`src/rtl/id_decode_pipe.sv`:
```
// ID stage: decodes the instruction, drives the int/FP register-file read addresses and loads the
// ID/EX register. Handles the valid/ready handshake, EX back-pressure, flush and the load-use interlock.
module id_decode_pipe #(
  parameter int DATA_W = 32,
  parameter int REG_AW = 5,
  parameter int FP_EN  = 1
) (
  input  logic              clk,
  input  logic              rstn,
  input  logic              if_valid,
  output logic              if_ready,
  input  logic [31:0]       instr,
  input  logic [31:0]       pc,
  input  logic              flush,
  input  logic              ex_ready,
  output logic [REG_AW-1:0] rs_addr,
  output logic [REG_AW-1:0] rt_addr,
  output logic [REG_AW-1:0] fp_rs_addr,
  output logic [REG_AW-1:0] fp_rt_addr,
  input  logic [DATA_W-1:0] rs_data,
  input  logic [DATA_W-1:0] rt_data,
  input  logic [DATA_W-1:0] fp_rs_data,
  input  logic [DATA_W-1:0] fp_rt_data,
  output logic              dx_valid,
  output logic [6:0]        dx_ctrl,
  output logic [3:0]        dx_alu_ctrl,
  output logic [DATA_W-1:0] dx_src1,
  output logic [DATA_W-1:0] dx_src2,
  output logic [DATA_W-1:0] dx_src1_fp,
  output logic [DATA_W-1:0] dx_src2_fp,
  output logic [DATA_W-1:0] dx_mem_data,
  output logic [DATA_W-1:0] dx_mem_data_fp,
  output logic [DATA_W-1:0] dx_imm,
  output logic [REG_AW-1:0] dx_rd,
  output logic [31:0]       dx_pc,
  output logic [31:0]       dx_jump_addr,
  output logic              dx_illegal
);

  logic [5:0]               w_op;
  logic [5:0]               w_funct;
  logic [REG_AW-1:0]        w_rs_f;
  logic [REG_AW-1:0]        w_rt_f;
  logic [REG_AW-1:0]        w_rd_f;
  logic [REG_AW-1:0]        w_fd_f;
  logic                     w_legal;
  logic [3:0]               w_alu;
  logic [REG_AW-1:0]        w_rd;
  logic                     w_fp_op;
  logic                     w_mem_to_reg;
  logic                     w_reg_write;
  logic                     w_mem_read;
  logic                     w_mem_write;
  logic                     w_branch;
  logic                     w_jump;
  logic                     w_use_rs;
  logic                     w_use_rt;
  logic                     w_use_fs;
  logic                     w_use_ft;
  logic                     w_use_imm;
  logic                     w_fp_mem;
  logic [6:0]               w_ctrl;
  logic signed [DATA_W-1:0] w_imm;
  logic                     w_int_hit;
  logic                     w_fp_hit;
  logic                     w_hazard;
  logic                     w_load_en;
  logic                     w_xfer;
  logic                     w_cap;

  logic                     r_vld_p1;
  logic [6:0]               r_ctrl_p1;
  logic [3:0]               r_alu_p1;
  logic [DATA_W-1:0]        r_src1_p1;
  logic [DATA_W-1:0]        r_src2_p1;
  logic [DATA_W-1:0]        r_src1_fp_p1;
  logic [DATA_W-1:0]        r_src2_fp_p1;
  logic [DATA_W-1:0]        r_mem_data_p1;
  logic [DATA_W-1:0]        r_mem_data_fp_p1;
  logic signed [DATA_W-1:0] r_imm_p1;
  logic [REG_AW-1:0]        r_rd_p1;
  logic [31:0]              r_pc_p1;
  logic [31:0]              r_jump_addr_p1;
  logic                     r_illegal_p1;

  assign w_op    = instr[31:26];
  assign w_funct = instr[5:0];
  assign w_rs_f  = REG_AW'(instr[25:21]);
  assign w_rt_f  = REG_AW'(instr[20:16]);
  assign w_rd_f  = REG_AW'(instr[15:11]);
  assign w_fd_f  = REG_AW'(instr[10:6]);
  assign w_imm   = {{(DATA_W-16){instr[15]}}, instr[15:0]};

  // FP memory ops take their base from the int file, so the FP rs port falls back to fs otherwise.
  assign rs_addr    = w_rs_f;
  assign rt_addr    = w_rt_f;
  assign fp_rs_addr = ((w_op == 6'd49) || (w_op == 6'd57)) ? w_rs_f : w_rd_f;
  assign fp_rt_addr = w_rt_f;

  always_comb begin
    w_legal      = 1'b0;
    w_alu        = 4'd0;
    w_rd         = w_rt_f;
    w_fp_op      = 1'b0;
    w_mem_to_reg = 1'b0;
    w_reg_write  = 1'b0;
    w_mem_read   = 1'b0;
    w_mem_write  = 1'b0;
    w_branch     = 1'b0;
    w_jump       = 1'b0;
    w_use_rs     = 1'b0;
    w_use_rt     = 1'b0;
    w_use_fs     = 1'b0;
    w_use_ft     = 1'b0;
    w_use_imm    = 1'b0;
    w_fp_mem     = 1'b0;
    case (w_op)
      6'd0: begin
        w_rd        = w_rd_f;
        w_reg_write = 1'b1;
        w_use_rs    = 1'b1;
        w_use_rt    = 1'b1;
        w_legal     = 1'b1;
        case (w_funct)
          6'd36:   w_alu = 4'd0;
          6'd37:   w_alu = 4'd1;
          6'd32:   w_alu = 4'd2;
          6'd34:   w_alu = 4'd6;
          6'd42:   w_alu = 4'd7;
          default: w_legal = 1'b0;
        endcase
      end
      6'd8: begin
        w_legal = 1'b1; w_alu = 4'd2; w_reg_write = 1'b1; w_use_rs = 1'b1; w_use_imm = 1'b1;
      end
      6'd35: begin
        w_legal = 1'b1; w_alu = 4'd2; w_reg_write = 1'b1; w_mem_read = 1'b1; w_mem_to_reg = 1'b1;
        w_use_rs = 1'b1; w_use_imm = 1'b1;
      end
      6'd43: begin
        w_legal = 1'b1; w_alu = 4'd2; w_mem_write = 1'b1; w_use_rs = 1'b1; w_use_rt = 1'b1;
        w_use_imm = 1'b1;
      end
      6'd4, 6'd5: begin
        w_legal = 1'b1; w_alu = 4'd5; w_branch = 1'b1; w_use_rs = 1'b1; w_use_rt = 1'b1;
      end
      6'd2: begin
        w_legal = 1'b1; w_jump = 1'b1; w_use_rs = 1'b1;
      end
      6'd49: if (FP_EN != 0) begin
        w_legal = 1'b1; w_alu = 4'd8; w_fp_op = 1'b1; w_fp_mem = 1'b1; w_reg_write = 1'b1;
        w_mem_read = 1'b1; w_mem_to_reg = 1'b1; w_use_imm = 1'b1;
      end
      6'd57: if (FP_EN != 0) begin
        w_legal = 1'b1; w_alu = 4'd8; w_fp_op = 1'b1; w_fp_mem = 1'b1; w_mem_write = 1'b1;
        w_use_ft = 1'b1; w_use_imm = 1'b1;
      end
      6'd17: if (FP_EN != 0) begin
        w_fp_op = 1'b1; w_reg_write = 1'b1; w_rd = w_fd_f; w_use_fs = 1'b1; w_use_ft = 1'b1;
        w_legal = 1'b1;
        case (w_funct)
          6'd0:    w_alu = 4'd9;
          6'd2:    w_alu = 4'd10;
          default: w_legal = 1'b0;
        endcase
      end
      default: ;
    endcase
    // Int r0 is hardwired to zero; FP f0 is a real register.
    if (!w_fp_op && (w_rd == '0)) w_reg_write = 1'b0;
  end

  assign w_ctrl = {w_fp_op, w_mem_to_reg, w_reg_write, w_mem_read, w_mem_write, w_branch, w_jump};

  // Load-use interlock against the instruction currently held in ID/EX.
  assign w_int_hit = !r_ctrl_p1[6] && (r_rd_p1 != '0) &&
                     ((w_use_rs && (w_rs_f == r_rd_p1)) || (w_use_rt && (w_rt_f == r_rd_p1)));
  assign w_fp_hit  = r_ctrl_p1[6] &&
                     ((w_use_fs && (w_rd_f == r_rd_p1)) || (w_use_ft && (w_rt_f == r_rd_p1)));
  assign w_hazard  = r_vld_p1 && r_ctrl_p1[3] && w_legal && (w_int_hit || w_fp_hit);

  assign w_load_en = !r_vld_p1 || ex_ready;
  assign if_ready  = flush || (w_load_en && !w_hazard);
  assign w_xfer    = if_valid && if_ready;
  assign w_cap     = !flush && w_xfer && w_legal;

  // ID/EX register boundary
  always_ff @(posedge clk or negedge rstn) begin
    if (!rstn) begin
      r_vld_p1         <= 1'b0;
      r_ctrl_p1        <= '0;
      r_alu_p1         <= '0;
      r_src1_p1        <= '0;
      r_src2_p1        <= '0;
      r_src1_fp_p1     <= '0;
      r_src2_fp_p1     <= '0;
      r_mem_data_p1    <= '0;
      r_mem_data_fp_p1 <= '0;
      r_imm_p1         <= '0;
      r_rd_p1          <= '0;
      r_pc_p1          <= '0;
      r_jump_addr_p1   <= '0;
      r_illegal_p1     <= 1'b0;
    end else if (flush || w_load_en) begin
      r_vld_p1         <= w_cap;
      r_illegal_p1     <= !flush && w_xfer && !w_legal;
      r_ctrl_p1        <= w_cap ? w_ctrl : '0;
      r_alu_p1         <= w_cap ? w_alu : '0;
      r_src1_p1        <= w_cap ? rs_data : '0;
      r_src2_p1        <= w_cap ? (w_use_imm ? w_imm : rt_data) : '0;
      r_src1_fp_p1     <= w_cap ? (w_fp_mem ? rs_data : fp_rs_data) : '0;
      r_src2_fp_p1     <= w_cap ? fp_rt_data : '0;
      r_mem_data_p1    <= w_cap ? rt_data : '0;
      r_mem_data_fp_p1 <= w_cap ? fp_rt_data : '0;
      r_imm_p1         <= w_cap ? w_imm : '0;
      r_rd_p1          <= w_cap ? w_rd : '0;
      r_pc_p1          <= w_cap ? pc : '0;
      r_jump_addr_p1   <= w_cap ? {pc[31:28], instr[25:0], 2'b00} : '0;
    end
  end

  assign dx_valid       = r_vld_p1;
  assign dx_ctrl        = r_ctrl_p1;
  assign dx_alu_ctrl    = r_alu_p1;
  assign dx_src1        = r_src1_p1;
  assign dx_src2        = r_src2_p1;
  assign dx_src1_fp     = r_src1_fp_p1;
  assign dx_src2_fp     = r_src2_fp_p1;
  assign dx_mem_data    = r_mem_data_p1;
  assign dx_mem_data_fp = r_mem_data_fp_p1;
  assign dx_imm         = r_imm_p1;
  assign dx_rd          = r_rd_p1;
  assign dx_pc          = r_pc_p1;
  assign dx_jump_addr   = r_jump_addr_p1;
  assign dx_illegal     = r_illegal_p1;

endmodule
```
`config.mk`:
```
export PLATFORM = sky130hd
export DESIGN_NAME = id_decode_pipe
export DESIGN_NICKNAME = d
export VERILOG_FILES = /design/src/rtl/id_decode_pipe.sv
export SDC_FILE = /design/constraint.sdc
export NUM_CORES = 1
export LEC_CHECK = 0
export BUFFER_PORTS_ARGS = -buffer_cell sky130_fd_sc_hd__buf_4
export CAP_MARGIN = 20
export CORE_AREA = 3 3 204 206
export DETAILED_ROUTE_END_ITERATION = 8
export DIE_AREA = 0 0 207 209
export PLACE_DENSITY_LB_ADDON = 0.25
export SLEW_MARGIN = 10
export SYNTH_ARGS = -nofsm -noshare
export SYNTH_HDL_FRONTEND = slang
export SYNTH_SLANG_ARGS = --single-unit
```
`constraint.sdc`:
```
create_clock -name clk -period 5.8 [get_ports clk]
set_input_delay 0.58 -clock clk [delete_from_list [all_inputs] [get_ports clk]]
set_output_delay 0.58 -clock clk [all_outputs]
set_load 0.005 [all_outputs]
```
==> impl_metrics.tcl, run 1 <==
set metrics [dict create \
    status "complete, no violations" \
    synth_seq_cells 235 \
    fin_ws_ns 2.493 \
    vias_per_cell 4.783 \
    htreeDepth 1 \
    grt_usage_pct 17.61 \
    vias 8859 \
    start_kind "register" \
    row_count 73 \
    final-max-slew-violation-count 0 \
    fin_tns_setup_ns 0 \
    cp_common_cell "o21ai_1" \
    antenna_found_initial 4 \
    fin_area_sq_um 15040 \
    cp_slowest_stage_delay_ns 0.85 \
    cp.required_ns 6.28 \
    synth_edf_count 0 \
    grt_max_degree 157 \
    hold_buffers 1 \
    min_from "pc[21]" \
    busiest_layer "met2" \
    r2r-end "dx_src1[10]" \
    multi_input_area_sq_um 3502 \
    hold_violations 0 \
    worst_slew_pin_slew_ns 0.9361 \
    dpl_worst_slack_ns 2.154 \
    cts.path.max_buffers 3 \
    gp_congestion 0.8411 \
    critPathTopFamily "simple AND/OR/NAND/NOR gates" \
    met3_usage_pct 5.194 \
    fmax_mhz 302.4 \
    antenna_cells 0 \
    clk_pin_slew_ns 0.06 \
    cp-end-kind "register" \
    synth_area_sq_um 10350 \
    min_to "dx_pc[21]" \
    drtAntennaViolNets 0 \
    die_x_microns 207 \
    cts-buffers-inserted 28 \
    fin_crit_ns 3.307 \
    layout-drive-gt1-share_pct 44.54 \
    ys.flop_type "dfrtp_1" \
    r2r_start "dx_rd[1]" \
    sw_frac_of_total_pct 23.40 \
    cts_sinks 235 \
    syn_inst 898 \
    drt_pass1_iterations 5 \
    cellPowerDensity_nw_per_um2 252.7 \
    p_sw_w 0.0008897 \
    seqPwrFrac_pct 44.1 \
    crit_chain "or4_1 -> o21ai_1 -> o21ai_1 -> a211oi_2 -> and3b_4 -> buf_4 -> a22o_1" \
    grt_pass1_wl_mm 59.80 \
    rr_worst_depth 7 \
    wl_per_cell_microns 21.55 \
    dieArea_sq_um 43260 \
    setup_viol 0 \
    hold_path_class "in -> reg" \
    holdPathStages 2 \
    drt_iter0_drc 619 \
    rsz0062_at_grt "no" \
    ys_types 44 \
    p_comb_share_pct 8.9 \
    power_frac_clock_pct 47.0 \
    seq_area_sq_um 5881 \
    skew_ns 0.01055 \
    cp_max_fo 61 \
    intPower_w 0.002912 \
    grt_overflow 0 \
    area_growth_pct 45.30 \
    cts_post_setup_buffers_inserted 0 \
    portBuffers 521 \
    p_leak_nw 7.930 \
    dp_hpwl_mm 28.83 \
    grt_pass1_vias 8999 \
    insertion_delay_ns 0.54 \
    nets 1503 \
    drcViolationCount 0 \
    arrival_ns 3.78 \
    start_util_pct 26.00 \
    grt_use_met1_pct 22.42 \
    clk_root_buffer_cell "clkbuf_16" \
    criticalPathCategory "reg -> reg" \
    io_pins 524 \
    min_period_over_period_pct 57.02 \
    core_sq_um 39820 \
    drv_cap 0 \
    wirelength_mm 39.91 \
    synth_warnings 0 \
    fillerInstances 3953 \
    cts_resized 0 \
    ys_seq_area_share_pct 56.80 \
    crit_buf_inv 1 \
    placed_area_sq_um 14090 \
    async_reset_ff_share_pct 100.0 \
    crit_slowest_cell "and3b_4" \
    slew-limit-headroom_pct 37.59 \
    final_cell_mix "buf_4, dfrtp_1, a22o_1" \
    met2_usage_pct 29.66 \
    finish.utilization_pct 37.78 \
    syn_area_per_cell_sq_um 11.53 \
    die_height_microns 209 \
    rrSetupSlack_ns 2.49 \
    layout_commonest_cell "buf_4" \
    crit_cells 7 \
    cts_tree "built" \
    max-vdd-ir-drop_uv 168.2 \
]
==> worst max-delay path by stage <==
stage / to / startpoint / slack [ns]
5_1_grt: dx_src1[10] / dx_rd[1] / 2.27
3_5_place_dp: dx_pc[1] / instr[27] / 2.15
6_report: dx_src1[10] / dx_rd[1] / 2.49
3_3_place_gp: dx_pc[0] / instr[27] / 2.22
4_1_cts: dx_pc[1] / dx_rd[1] / 2.46
2_1_floorplan: dx_imm[10] / instr[27] / 3.38
==> sequential cells by signal (all words and copies together) (netlist names) <==
register and flops:
dx_src1_fp 32, dx_src1 32, dx_illegal 1, dx_pc 31, dx_ctrl 6, dx_mem_data_fp 32, dx_alu_ctrl 4, dx_mem_data 32
dx_jump_addr 11, dx_src2 32, dx_valid 1, dx_rd 5, dx_imm 16
==> Yosys cell counts, types with 5 or more instances <==
library cell  count  area (sq um)
dfrtp_1         235          5881
a22o_1          155          1358
buf_4            87         653.1
nand2_1          85         319.1
o21ai_0          81         405.4
mux2i_1          48         480.5
clkbuf_1         44         165.2
a21oi_1          25         125.1
buf_2            17         85.08
xnor2_1          14         122.6
nor2_1           11         41.29
nand3_1           9         45.04
nand4_1           8         50.05
nor3_1            8         40.04
buf_6             7         78.83
nand2b_1          7         43.79
and3_1            5         31.28
mux2_2            5         56.30
==> power by group through the flow <==
| stage | logic, W | registers [W] | clock network (W) |
|---|---|---|---|
| 2_1_floorplan | 0.000106 | 0.00170 | 0 |
| 3_3_place_gp | 0.000344 | 0.00170 | 0 |
| 3_5_place_dp | 0.000346 | 0.00170 | 0 |
| 4_1_cts | 0.000348 | 0.00168 | 0.00184 |
| 5_1_grt | 0.000371 | 0.00168 | 0.00191 |
| 6_report | 0.000339 | 0.00168 | 0.00179 |
==> per-layer routing <==
layer  vias to the layer above  wire length [microns]
li1                       3984                      -
met1                      4392                  16220
met2                       423                  19560
met3                        58                   3283
met4                         2                    821
met5                         -                     13
==> cells by family after synthesis <==
| logic type | count (synthesis) | share of synthesized area (%) |
|---|---|---|
| flops | 235 | 56.80 |
| compound gates | 279 | 19.71 |
| other cells | 1 | 0.03622 |
| simple gates | 155 | 7.287 |
| xor+xnor | 16 | 1.354 |
| mux | 53 | 5.184 |
| buf+inv | 159 | 9.631 |
==> stage by stage <==
step                cells  hold WS [ns]  power (W)
global route         1852        0.2214   0.003964
global placement     1800        0.4622   0.002049
floorplan             899        0.2844   0.001810
CTS                  1852        0.2102   0.003862
finish               1852        0.2459   0.003802
detailed placement   1800        0.4669   0.002051
==> layout make-up <==
cell class | instances | share of cell area [%]
inverter | 4 | 0.09980
clock inverter | 7 | 0.4408
clock buffer | 44 | 5.863
timing repair buffer | 532 | 26.86
tap | 525 | 4.366
multi-input combinational | 505 | 23.28
sequential | 235 | 39.09
Power figures use the tool's default switching activity.
==> run 2, diff against run 1 <==
==> constraint.sdc (replaced) <==
create_clock -name clk -period 2.7 [get_ports clk]
set_input_delay 0.27 -clock clk [delete_from_list [all_inputs] [get_ports clk]]
set_output_delay 0.27 -clock clk [all_outputs]
set_load 0.005 [all_outputs]
==> run 2 against run 1 <==
Compared with the run above: critical path type is now reg -> out; register-to-register slack got worse by 2.2 ns; die area did not move; utilization rose by 4.4 points; via count rose by 7.4%; global-route usage rose by 0.74 points; first-iteration DRC count fell by 3.7%; total power rose by 120%; sequential power rose by 110%; hold slack got worse by 0.23 ns; sequential share of layout area fell by 4.1 points; clock-buffer cell count fell by 1; cell area rose by 12%.
==> impl_metrics.tcl, run 2 (synthesis gave the netlist of run 1 again) <==
set metrics [dict create \
    status "complete, no violations" \
    arrival_ns 2.34 \
    drt_pass1_iterations 5 \
    row_count 73 \
    io_pins 524 \
    fillerInstances 3766 \
    fin_ws_ns 0.08944 \
    antenna_found_initial 3 \
    vias 9511 \
    p_sw_w 0.001965 \
    drcViolationCount 0 \
    die_x_microns 207 \
    wirelength_mm 41.74 \
    max-vdd-ir-drop_uv 416.2 \
    rsz0062_at_grt "no" \
    wl_per_cell_microns 20.59 \
    grt_overflow 0 \
    fin_crit_ns 2.611 \
    min_period_over_period_pct 96.69 \
    start_util_pct 26.00 \
    die_height_microns 209 \
    intPower_w 0.006294 \
    placed_area_sq_um 14270 \
    hold_path_class "in -> reg" \
    dpl_worst_slack_ns 0.1668 \
    cts_tree "built" \
    cts.path.max_buffers 3 \
    vias_per_cell 4.692 \
    clk_pin_slew_ns 0.06 \
    dp_hpwl_mm 29.34 \
    grt_max_degree 132 \
    sw_frac_of_total_pct 23.80 \
    cp.required_ns 2.43 \
    worst_slew_pin_slew_ns 0.7999 \
    placed_cells 1815 \
    skew_ns 0.01278 \
    stdcell_count 2027 \
    start_kind "register" \
    cts_sinks 235 \
    cellPowerDensity_nw_per_um2 491.8 \
    fin_tns_setup_ns 0 \
    grt_pass1_wl_mm 63.01 \
    cp-end-kind "primary output" \
    seqPwrFrac_pct 43.6 \
    fin_area_sq_um 16800 \
    layout_commonest_cell "buf_4" \
    fmax_mhz 383.1 \
    drtAntennaViolNets 0 \
    drt_iter0_drc 596 \
    p_leak_nw 8.683 \
    area_growth_pct 62.22 \
    layout-drive-gt1-share_pct 40.64 \
    grt_usage_pct 18.35 \
    clk_root_buffer_cell "clkbuf_16" \
    insertion_delay_ns 0.55 \
    core_sq_um 39820 \
    rrSetupSlack_ns 0.30 \
    crit_chain "or4_1 -> o21ai_2 -> o21ai_1 -> a211oi_2 -> buf_4 -> nor2_1 -> nor2_1 -> buf_4" \
    p_comb_share_pct 11.4 \
    cp_max_fo 4 \
    finish.utilization_pct 42.18 \
    final_cell_mix "buf_4, dfrtp_1, dlygate4sd3_1" \
    slew-limit-headroom_pct 46.68 \
    setup_viol 0 \
    htreeDepth 1 \
    criticalPathCategory "reg -> out" \
    grt_pass1_vias 9871 \
    gp_congestion 0.8119 \
    dieArea_sq_um 43260 \
    crit_slowest_cell "or4_1" \
    power_frac_clock_pct 45.1 \
    drv_cap 0 \
    nets 1678 \
    hold_violations 0 \
    critPathTopFamily "simple AND/OR/NAND/NOR gates" \
    final-max-slew-violation-count 0 \
    portBuffers 521 \
    cp_slowest_stage_delay_ns 0.53 \
    cts-buffers-inserted 28 \
    crit_buf_inv 2 \
]
==> run 2: changes by cell type in the layout (fill, tap and decap cells not counted), sizes merged <==
| cell | previous run | this run |
|---|---|---|
| clkinvlp | 1 | 0 |
| diode | 0 | 1 |
| inv | 5 | 6 |
| dlygate4sd3 | 1 | 158 |
| clkinv | 4 | 5 |
| clkbuf | 44 | 43 |
| bufinv | 1 | 0 |
| buf | 531 | 549 |
==> run 2: routing by layer <==
metal	share of wire, %	GRT usage [%]	wire length [microns]
met4	2.3	4.892	973
met5	0.031	0	13
met3	7.2	4.564	2996
met2	49	30.96	20440
met1	41	23.57	17320
==> run 2: cell type report <==
type,count,area [sq um],area share (%)
sequential,235,5882,35.02
clock buffer,43,868.3,5.170
tap,525,656.9,3.911
clock inverter,7,42.54,0.2533
inverter,4,15.01,0.08939
multi-input combinational,505,3506,20.87
timing repair buffer,707,5823,34.67
antenna,1,2.502,0.01490
==> run 2: worst paths after layout <==
| check | start | to | depth (start not counted) |
|---|---|---|---|
| worst max register to register | dx_rd[0] | dx_src1_fp[17] | 8 |
| worst min register to register | dx_src2[31] | dx_src2[31] | 2 |
| worst max-delay path | dx_rd[2] | if_ready | 8 |
| min in group asynchronous | rstn | dx_mem_data_fp[30] | 2 |
| max in group asynchronous | rstn | dx_pc[30] | 3 |
| worst min-delay path | instr[22] | dx_jump_addr[24] | 2 |
==> run 2: stage by stage <==
stage                     power, W  hold slack (ns)
after floorplan           0.003889         -0.02559
after global placement    0.004413           0.2349
after detailed placement  0.004418           0.2308
after CTS                 0.008402        0.0009711
after global routing      0.008634          0.01012
final                     0.008260          0.02041
==> run 2: power groups by stage <==
stage	logic (W)	registers, W	clock network, W
floorplan	0.000228	0.00366	0
global placement	0.000752	0.00366	0
detailed placement	0.000758	0.00366	0
CTS	0.000950	0.00360	0.00385
global route	0.00102	0.00360	0.00401
finish	0.000940	0.00360	0.00372
==> run 2: repair_timing <==
| item | in CTS | in global routing |
|---|---|---|
| hold buffers | 158 | 0 |
| buffers inserted | 1 | 2 |
| endpoints found under the setup margin | 1 | 1 |
| resized for setup | 1 | 1 |
| endpoints found under the hold margin | 210 | 0 |
| pin swaps | 1 | 0 |
==> run 3, diff against run 2 <==
--- a/config.mk
+++ b/config.mk
@@ -10,6 +10,7 @@
 export CORE_AREA = 3 3 204 206
 export DETAILED_ROUTE_END_ITERATION = 8
 export DIE_AREA = 0 0 207 209
+export MAX_ROUTING_LAYER = met4
 export PLACE_DENSITY_LB_ADDON = 0.25
 export SLEW_MARGIN = 10
 export SYNTH_ARGS = -nofsm -noshare
==> constraint.sdc (replaced) <==
create_clock -name clk -period 2.88 [get_ports clk]
set_input_delay 0.288 -clock clk [delete_from_list [all_inputs] [get_ports clk]]
set_output_delay 0.288 -clock clk [all_outputs]
set_load 0.005 [all_outputs]
==> run 3 against run 2 <==
Compared with the run above: first-iteration DRC count is 4.2% lower; setup slack better by 0.059 ns; sequential power fell by 6.4%; cell area shrank 2.0%; clock-buffer cell count decreased by 2; total power shrank 7.9%; register-to-register slack better by 0.07 ns; sequential cell count is the same; critical path depth decreased by 1; sequential share of layout area grew 0.69 points; hold slack better by 0.010 ns; critical endpoint unchanged; largest cell class unchanged; highest routed layer is now met4.
==> impl_metrics.tcl, run 3 (synthesis gave the netlist of run 1 again) <==
set metrics [dict create \
    p_leak_nw 8.503 \
    drt_pass1_iterations 8 \
    cts-buffers-inserted 28 \
    fin_tns_setup_ns 0 \
    final_cell_mix "buf_4, dfrtp_1, a22o_1" \
    drtAntennaViolNets 0 \
    core_sq_um 39820 \
    die_height_microns 209 \
    nets 1646 \
    layout-drive-gt1-share_pct 40.25 \
    arrival_ns 2.44 \
    skew_ns 0.01219 \
    criticalPathCategory "reg -> out" \
    fmax_mhz 366.1 \
    dp_hpwl_mm 29.04 \
    final-max-slew-violation-count 0 \
    rsz0062_at_grt "no" \
    start_util_pct 26.00 \
    gp_congestion 0.8108 \
    worst_slew_pin_slew_ns 0.7924 \
    clk_pin_slew_ns 0.06 \
    grt_max_degree 130 \
    antenna_found_initial 4 \
    hold_violations 0 \
    slew-limit-headroom_pct 47.17 \
    cp-end-kind "primary output" \
    setup_viol 0 \
    layout_commonest_cell "buf_4" \
    grt_pass1_wl_mm 62.19 \
    dieArea_sq_um 43260 \
    vias 9317 \
    insertion_delay_ns 0.55 \
    cts_resized 0 \
    cts_tree "built" \
    fin_crit_ns 2.732 \
    finish.utilization_pct 41.35 \
    drt_iter0_drc 571 \
    htreeDepth 1 \
    hold_ws_ns 0.03038 \
    drcViolationCount 0 \
    die_x_microns 207 \
    io_pins 524 \
    cp.required_ns 2.59 \
    grt_pass1_vias 9704 \
    cts_post_setup_buffers_inserted 0 \
    grt_usage_pct 18.70 \
    max-vdd-ir-drop_uv 368.1 \
    clk_root_buffer_cell "clkbuf_16" \
    grt_overflow 0 \
    wirelength_mm 41.12 \
    status "complete, no violations" \
    hold_path_class "in -> reg" \
    vias_per_cell 4.675 \
    portBuffers 521 \
    min_period_over_period_pct 94.85 \
    cp_max_fo 6 \
    cellPowerDensity_nw_per_um2 462.2 \
    cts_sinks 235 \
    area_growth_pct 59.03 \
    wl_per_cell_microns 20.63 \
    rr_worst_depth 7 \
    fillerInstances 3821 \
    holdPathStages 2 \
    start_kind "register" \
    row_count 73 \
    drv_cap 0 \
    cts.path.max_buffers 3 \
    hold_buffers 137 \
]
==> run 3: cell types whose count changed in the layout (fill, tap and decap cells not counted), sizes merged <==
cell / delta
buf: -11
clkinv: -3
clkinvlp: +3
inv: -2
dlygate4sd3: -21
diode: +1
bufinv: +1
clkbuf: -2
==> run 3: per-layer routing <==
metal | global-route usage (%) | up-vias | share of wire [%]
met5 | - | - | 0
met4 | 4.846 | 0 | 2.1
met3 | 4.489 | 58 | 7.5
met2 | 30.75 | 425 | 49
met1 | 23.25 | 4566 | 42
li1 | - | 4268 | -
==> run 3: cell type report <==
| cell class | instances | area (sq um) | share of cell area (%) |
|---|---|---|---|
| Tap cell | 525 | 656.9 | 3.989 |
| Clock buffer | 41 | 800.8 | 4.863 |
| Antenna cell | 2 | 5.005 | 0.03040 |
| Timing Repair Buffer | 675 | 5543 | 33.66 |
| Clock inverter | 6 | 62.56 | 0.3799 |
| Sequential cell | 235 | 5881 | 35.71 |
| Multi-Input combinational cell | 505 | 3502 | 21.27 |
| Inverter | 4 | 15.01 | 0.09119 |
==> run 3: critical path, stage by stage, from the launching register on <==
cell and delay [ns]:
dfrtp_1 0.47, or4_1 0.55, o21ai_1 0.17, o21ai_1 0.11, a211oi_2 0.30, nor2_1 0.07, nor2_1 0.10, buf_4 0.13
==> run 3: worst paths after layout <==
path / startpoint / end / slack [ns]
max in group asynchronous: rstn / dx_imm[10] / 1.77
max: dx_rd[1] / if_ready / 0.15
min in group asynchronous: rstn / dx_mem_data_fp[29] / 0.37
max reg2reg: dx_rd[1] / dx_pc[1] / 0.37
min reg2reg: dx_src1_fp[13] / dx_src1_fp[13] / 0.48
min: instr[9] / dx_imm[9] / 0.03
==> run 3: through the flow <==
step                instances  power (W)  worst slack (ns)  instance area [sq um]
finish                   1993   0.007610            0.1482                  16470
global route             1993   0.007930           0.01501                  16470
CTS                      1991   0.007729            0.1169                  16460
detailed placement       1807   0.004147            0.3639                  14230
global placement         1807   0.004143            0.3673                  14230
floorplan                 899   0.003646            0.6702                  10360
==> run 3: report_power, final <==
part / internal, W / total (W) / switching [W]
logic: 0.000475 / 0.000859 / 0.000384
clock network: 0.00199 / 0.00338 / 0.00138
registers: 0.00334 / 0.00337 / 0.0000306
total: 0.00581 / 0.00761 / 0.00180
